==> config.mk <==
export PLATFORM = sky130hd
export DESIGN_NAME = multicycle_controller
export DESIGN_NICKNAME = d
export VERILOG_FILES = /design/src/rtl/multicycle_controller.sv
export SDC_FILE = /design/constraint.sdc
export NUM_CORES = 1
export LEC_CHECK = 0
export BUFFER_PORTS_ARGS = -buffer_cell sky130_fd_sc_hd__buf_2
export CAP_MARGIN = 20
export CORE_MARGIN = 4
export CORE_UTILIZATION = 30
export CTS_BUF_LIST = sky130_fd_sc_hd__clkbuf_2
export DETAILED_ROUTE_END_ITERATION = 8
export REMOVE_ABC_BUFFERS = 1
export SETUP_SLACK_MARGIN = 0.15
export SYNTH_ARGS = -nofsm -noshare
export SYNTH_HDL_FRONTEND = slang
export SYNTH_SLANG_ARGS = --single-unit
export TNS_END_PERCENT = 30
==> constraint.sdc <==
create_clock -name clk -period 1.7 [get_ports clk]
set_input_delay 0.34 -clock clk [delete_from_list [all_inputs] [get_ports clk]]
set_output_delay 0.34 -clock clk [all_outputs]
set_load 0.01 [all_outputs]
==> src/rtl/multicycle_controller.sv <==
// Multi-cycle control FSM for the RISC-V core: sequences the shared ALU, unified memory and extender.
// Define MEM_WAIT_EN to add mem_ready, which stalls FETCH, MEMREAD and MEMWRITE until memory is ready.
module multicycle_controller #(
  parameter logic [3:0] RESET_STATE = 4'd0
) (
  input  logic       clk,
  input  logic       reset,
  input  logic [6:0] op,
  input  logic [2:0] funct3,
  input  logic       funct7b5,
  input  logic       Zero,
`ifdef MEM_WAIT_EN
  input  logic       mem_ready,
`endif
  output logic [1:0] ImmSrc,
  output logic [1:0] ALUSrcA,
  output logic [1:0] ALUSrcB,
  output logic [1:0] ResultSrc,
  output logic       AdrSrc,
  output logic [2:0] ALUControl,
  output logic       IRWrite,
  output logic       PCWrite,
  output logic       RegWrite,
  output logic       MemWrite,
  output logic       illegal_op
);

  localparam logic [6:0] OpLw   = 7'b0000011;
  localparam logic [6:0] OpSw   = 7'b0100011;
  localparam logic [6:0] OpR    = 7'b0110011;
  localparam logic [6:0] OpI    = 7'b0010011;
  localparam logic [6:0] OpBeq  = 7'b1100011;
  localparam logic [6:0] OpJal  = 7'b1101111;

  typedef enum logic [3:0] {
    StFetch    = 4'd0,
    StDecode   = 4'd1,
    StMemAdr   = 4'd2,
    StMemRead  = 4'd3,
    StMemWb    = 4'd4,
    StMemWrite = 4'd5,
    StExecR    = 4'd6,
    StExecI    = 4'd7,
    StAluWb    = 4'd8,
    StBeq      = 4'd9,
    StJal      = 4'd10
  } state_e;

  state_e state_q, state_d;
  logic   mem_rdy;
  logic   ir_we, pc_we, reg_we, mem_we, illegal;
  logic [2:0] alu_funct;

`ifdef MEM_WAIT_EN
  assign mem_rdy = mem_ready;
`else
  assign mem_rdy = 1'b1;
`endif

  always_ff @(posedge clk) begin
    if (reset) state_q <= state_e'(RESET_STATE);
    else       state_q <= state_d;
  end

  always_comb begin
    unique case (op)
      OpSw:    ImmSrc = 2'b01;
      OpBeq:   ImmSrc = 2'b10;
      OpJal:   ImmSrc = 2'b11;
      default: ImmSrc = 2'b00;
    endcase
  end

  // Only R-type can subtract; an I-type with bit 30 set is still an add.
  always_comb begin
    unique case (funct3)
      3'b000:  alu_funct = (funct7b5 && op[5]) ? 3'b001 : 3'b000;
      3'b010:  alu_funct = 3'b101;
      3'b110:  alu_funct = 3'b011;
      3'b111:  alu_funct = 3'b010;
      default: alu_funct = 3'b000;
    endcase
  end

  always_comb begin
    state_d    = state_q;
    ALUSrcA    = 2'b00;
    ALUSrcB    = 2'b00;
    ResultSrc  = 2'b00;
    AdrSrc     = 1'b0;
    ALUControl = 3'b000;
    ir_we      = 1'b0;
    pc_we      = 1'b0;
    reg_we     = 1'b0;
    mem_we     = 1'b0;
    illegal    = 1'b0;
    unique case (state_q)
      StFetch: begin
        ALUSrcB   = 2'b10;
        ResultSrc = 2'b10;
        ir_we     = mem_rdy;
        pc_we     = mem_rdy;
        if (mem_rdy) state_d = StDecode;
      end
      StDecode: begin
        ALUSrcA = 2'b01;
        ALUSrcB = 2'b01;
        unique case (op)
          OpLw, OpSw: state_d = StMemAdr;
          OpR:        state_d = StExecR;
          OpI:        state_d = StExecI;
          OpBeq:      state_d = StBeq;
          OpJal:      state_d = StJal;
          default: begin
            state_d = StFetch;
            illegal = 1'b1;
          end
        endcase
      end
      StMemAdr: begin
        ALUSrcA = 2'b10;
        ALUSrcB = 2'b01;
        state_d = (op == OpSw) ? StMemWrite : StMemRead;
      end
      StMemRead: begin
        AdrSrc = 1'b1;
        if (mem_rdy) state_d = StMemWb;
      end
      StMemWb: begin
        ResultSrc = 2'b01;
        reg_we    = 1'b1;
        state_d   = StFetch;
      end
      StMemWrite: begin
        AdrSrc = 1'b1;
        mem_we = mem_rdy;
        if (mem_rdy) state_d = StFetch;
      end
      StExecR: begin
        ALUSrcA    = 2'b10;
        ALUControl = alu_funct;
        state_d    = StAluWb;
      end
      StExecI: begin
        ALUSrcA    = 2'b10;
        ALUSrcB    = 2'b01;
        ALUControl = alu_funct;
        state_d    = StAluWb;
      end
      StAluWb: begin
        reg_we  = 1'b1;
        state_d = StFetch;
      end
      StBeq: begin
        ALUSrcA    = 2'b10;
        ALUControl = 3'b001;
        pc_we      = Zero;
        state_d    = StFetch;
      end
      StJal: begin
        ALUSrcA = 2'b01;
        ALUSrcB = 2'b10;
        pc_we   = 1'b1;
        state_d = StAluWb;
      end
      default: state_d = StFetch;
    endcase
  end

  // Enables are forced low while reset is held, whatever state we are in.
  assign IRWrite    = ir_we & ~reset;
  assign PCWrite    = pc_we & ~reset;
  assign RegWrite   = reg_we & ~reset;
  assign MemWrite   = mem_we & ~reset;
  assign illegal_op = illegal & ~reset;

endmodule
==> impl_metrics.json, run 1 <==
{
  "synth_area_um2": 545.5,
  "grt_setup_unrepaired": "true",
  "path_class": "reg2out",
  "clock_latency_ns": 0.21,
  "max_slew_margin": 0.8484,
  "r2r-end": "state_q[3]",
  "avgSynthCellArea_um2": 6.819,
  "holdCritStartpoint": "op[4]",
  "hold_viol_final": 0,
  "path_max_fanout": 3,
  "wl_per_cell_um": 12.39,
  "reg2regPathDepth": 7,
  "clkTransAtPathRegs_ns": 0.04,
  "clock-sinks": 4,
  "regToRegSetupSlack_ns": 0.35,
  "drive_gt1_frac": 0.5691,
  "via_per_inst": 5.054,
  "dr.first_iter.drc_count": 7,
  "numPortBuffers": 30,
  "fmax_ghz": 0.6059,
  "ys_warn_count": 0,
  "tns_ns": 0,
  "finalSetupViolCount": 0,
  "drc": 0,
  "leakage_uw": 0.0004376,
  "die_area_um2": 2564,
  "hold_ws_ns": 0.4373,
  "synth_cell_type_count": 33,
  "max_cap_viol_count": 0,
  "postSynthCellCount": 80,
  "fin_crit_ns": 1.650,
  "overflow": 0,
  "gp_congestion": 0.7895,
  "hold_path_end": "state_q[2]",
  "core_area_um2": 1727,
  "final_nets": 139,
  "synth-seq-cells": 4,
  "utilization": 0.5413,
  "ir_drop_uv": 194.3,
  "hold_class": "in2reg",
  "syn_to_final_growth_pct": 71.33,
  "clock_path_buffers": 2,
  "antenna_found_initial": 0,
  "largest_reg_flops": 4,
  "critPathLaunchType": "flop",
  "first_global_vias": 683,
  "fin_area_um2": 934.6,
  "grt_max_degree": 17,
  "cts_buffers": 3,
  "ant_nets": 0,
  "grt.total_usage": 0.1406,
  "htree_levels": 1,
  "power.density_nw_per_um2": 339.4,
  "totalWireLength_um": 1834,
  "largestRegisters": "state_q x4",
  "reg2reg_from": "state_q[2]",
  "start_util": 0.3159,
  "power_uw": 317.2,
  "tightest_slew_ns": 0.2253,
  "max_flop_register": "state_q",
  "holdPathStages": 3,
  "ioPinCount": 31,
  "status": "finished, final reports clean",
  "antennaDiodeCount": 0,
  "skew_ns": 0.01235,
  "cp-end-kind": "output pin",
  "layout_commonest_cell": "buf_2",
  "critical_path.startpoint": "state_q[3]",
  "cts-root-buf": "clkbuf_2",
  "grt_pass1_wl_um": 2815,
  "required_ns": 1.36,
  "final_cell_mix": "buf_2 (29), buf_4 (12), nor2_1 (6), buf_6 (6)",
  "period_share": 0.9708,
  "die_x_um": 50.64,
  "rows": 15,
  "synthArstFlopShare": 0,
  "cp.arrival_ns": 1.31,
  "vias": 748,
  "synth_ff_type": "dfxtp_1",
  "cts_tree": "yes",
  "drt_first_pass_iters": 4,
  "die_h_um": 50.64,
  "ys_seq_area_frac": 0.1468,
  "dpl_cell_area_um2": 763.2,
  "synth_edf_count": 0,
  "place_hpwl_um": 1243,
  "drv_slew": 0
}
[repair_timing]
action	in CTS	in global routing
pin swaps	2	9
gates cloned	0	0
gates resized for setup	7	21
setup endpoints to repair	9	18
hold buffers	0	0
setup buffers	7	0
[worst max-delay path by stage]
stage                 end  slack, ns  depth (start not counted)
5_1_grt           PCWrite      -0.05                          6
2_1_floorplan  illegal_op      -0.06                          3
3_5_place_dp   illegal_op       0.08                          5
6_report       illegal_op       0.05                          4
4_1_cts        illegal_op       0.05                          4
3_3_place_gp   illegal_op       0.07                          5
[layer usage]
layer	share of wire	vias to the layer above	wire length (µm)	global-route usage
met5	0	-	0	0
met1	0.42	341	771	0.1534
met2	0.53	31	970	0.2543
li1	-	376	-	-
met3	0.050	0	92	0.02967
met4	0	0	0	0.06726
[Yosys cell counts (2+ instances only)]
library cell  instances  share of area
nor4_1                4          0.046
inv_1                 3          0.021
nor3_1                6          0.055
dfxtp_1               4           0.15
o31ai_1               2          0.028
a211oi_1              2          0.028
clkbuf_1              2          0.014
a21oi_1               4          0.037
or2_1                 2          0.023
nand3_1               2          0.018
o21a_1                2          0.028
nor3b_1               2          0.028
nor2_1                8          0.055
xnor2_1               4          0.064
nand2b_1              5          0.057
buf_2                 4          0.037
o21ai_0               3          0.028
nand2_1               5          0.034
nor3_2                2          0.037
[metrics by stage]
stage | worst slack [ns] | cells
3_3_place_gp | 0.06903 | 138
5_1_grt | -0.04949 | 148
6_report | 0.04958 | 148
3_5_place_dp | 0.07755 | 138
2_1_floorplan | -0.06478 | 73
4_1_cts | 0.05057 | 148
[cell families after synthesis]
kind of cell | Yosys count | synth area share
buffers and inverters | 10 | 0.09175
flip-flops | 4 | 0.1468
AO/OA/AOI/OAI | 19 | 0.2316
AND/OR/NAND/NOR | 42 | 0.4496
XOR/XNOR | 5 | 0.08027
[critical path, stage by stage (launching register included)]
cell and delay (ns):
dfxtp_2 0.32, or2_4 0.25, or2_4 0.25, nor4_2 0.12
buf_2 0.16
[final cells by class]
type,instances,area [µm²]
fillers,173,792.0
multi-input cells,66,486.7
repair buffers,47,302.8
flip-flops and latches,4,85.08
well taps,25,31.28
clock buffers,3,15.01
inverters,3,13.76
[report_power, final]
group	internal, µW	switching, µW
clock network	47.6	42.7
registers	96.7	2.18
logic	64.0	64.1
(Power assumes the default switching activity.)
==> inputs of run 2 (changes only) <==
- SETUP_SLACK_MARGIN: 0.15 -> unset
==> run 2 against run 1 <==
  * Clock skew down 0.012 ns
  * Clock power down 6.7%
  * Final area down 7.8%
  * Maximum frequency down 0.11%
  * Combinational power down 7%
  * First-iteration DRC count up 57%
  * Clock-buffer cell count unchanged
  * Register-to-register slack better by 0.11 ns
  * Sequential power about the same
  * Critical endpoint is now PCWrite
==> impl_metrics.json, run 2 (same netlist as run 1, synthesis figures left out) <==
{
  "p_sw_uw": 99.74,
  "start_util": 0.3159,
  "combPwrFrac": 0.394,
  "drt_first_pass_iters": 4,
  "numPortBuffers": 30,
  "tns_ns": 0,
  "ir_drop_uv": 200.4,
  "status": "finished, final reports clean",
  "first_global_vias": 610,
  "antennaDiodeCount": 0,
  "place_hpwl_um": 1243,
  "via_per_inst": 4.973,
  "power_uw": 301.9,
  "hold_class": "in2reg",
  "htree_levels": 1,
  "ioPinCount": 31,
  "pwr-share-clk": 0.279,
  "vias": 726,
  "max_cap_viol_count": 0,
  "clkTransAtPathRegs_ns": 0.04,
  "final_nets": 137,
  "clock_latency_ns": 0.20,
  "rows": 15,
  "grt_setup_unrepaired": "true",
  "intPower_uw": 202.2,
  "dr.first_iter.drc_count": 11,
  "layout_commonest_cell": "buf_2",
  "fmax_ghz": 0.6052,
  "gp_congestion": 0.7895,
  "syn_to_final_growth_pct": 58.03,
  "drv_slew": 0,
  "leakage_uw": 0.0004131,
  "power.density_nw_per_um2": 350.2,
  "tightest_slew_ns": 0.2305,
  "drive_gt1_frac": 0.5041,
  "period_share": 0.9719,
  "cts_buffers": 3,
  "totalWireLength_um": 1738,
  "max_flop_register": "state_q",
  "die_x_um": 50.64,
  "wl_per_cell_um": 11.90,
  "final_cell_mix": "buf_2 (30), buf_4 (12), nor3_1 (6), nor2_1 (6), nand2b_1 (5)",
  "clock_path_buffers": 2,
  "grt.total_usage": 0.1265,
  "critPathLaunchType": "flop",
  "switching_share": 0.3303,
  "fin_crit_ns": 1.652,
  "overflow": 0,
  "drc": 0,
  "required_ns": 1.36,
  "finalSetupViolCount": 0,
  "cts-root-buf": "clkbuf_2",
  "path_max_fanout": 11,
  "max_slew_margin": 0.8449,
  "hold_ws_ns": 0.4370,
  "die_h_um": 50.64,
  "skew_ns": 0.0006387,
  "clock-sinks": 4,
  "largestRegisters": "state_q x4",
  "grt_max_degree": 17,
  "cp-end-kind": "output pin",
  "antenna_found_initial": 0,
  "path_class": "reg2out",
  "cp.arrival_ns": 1.31,
  "grt_pass1_wl_um": 2532,
  "largest_reg_flops": 4,
  "die_area_um2": 2564,
  "core_area_um2": 1727,
  "seqPwrFrac": 0.327,
  "hold_viol_final": 0,
  "cts_tree": "yes",
  "ant_nets": 0
}
[run 2: cell count changes in the layout (fill, tap and decap cells not counted), sizes merged]
cell  previous run  this run
buf             47        45
[run 2: metal layers]
metal  wire (µm)  global-route usage  vias up
met1         783              0.1517      322
li1            -                   -      374
met5           0                   0        -
met3          67             0.02967        4
met2         863              0.2065       26
met4          23             0.06726        0
[run 2: per-stage QoR]
stage               cell area (µm²)    util  instances  setup slack [ns]
floorplan                     506.7       -         73          -0.06478
global placement              763.2  0.4420        138           0.06903
detailed placement            763.2  0.4420        138           0.07755
CTS                           784.5  0.4543        141          0.006676
global route                  862.1  0.4993        146          -0.06954
finish                        862.1  0.4993        146           0.04774
[run 2: final cells by class]
type / instances / area, µm²
Inverter: 3 / 13.76
Multi-Input combinational cell: 66 / 444.2
Fill cell: 192 / 864.6
Timing Repair Buffer: 45 / 274.0
Clock buffer: 3 / 15.01
Tap cell: 25 / 31.28
Sequential cell: 4 / 83.83
[run 2: power by group through the flow]
| stage | clock network (µW) | registers (µW) | logic, µW |
|---|---|---|---|
| after floorplan | 0 | 105 | 49.9 |
| after global placement | 0 | 99.6 | 109 |
| after detailed placement | 0 | 99.6 | 112 |
| after CTS | 89.3 | 97.9 | 113 |
| after global routing | 102 | 98.7 | 129 |
| final | 84.2 | 98.7 | 119 |
[run 2: path summary, 6_finish.rpt]
| kind | slack [ns] | endpoint | from | depth (start not counted) |
|---|---|---|---|---|
| max | 0.05 | PCWrite | state_q[3] | 6 |
| max reg2reg | 0.46 | state_q[1] | state_q[2] | 6 |
| min | 0.44 | state_q[2] | op[4] | 3 |
| min reg2reg | 0.66 | state_q[2] | state_q[0] | 3 |
[run 2: worst max-delay path: stages, from the launching register on]
cell and delay, ns:
dfxtp_2 0.32, buf_6 0.14, nand3_1 0.08, o21ai_1 0.08, nand2b_1 0.09, a211oi_2 0.22
buf_2 0.16
[run 2: what timing repair did]
action,in CTS,in global routing
setup buffers,0,5
endpoints found under the setup margin,1,5
hold buffers,0,0
pin swaps,1,2
resized for setup,1,15
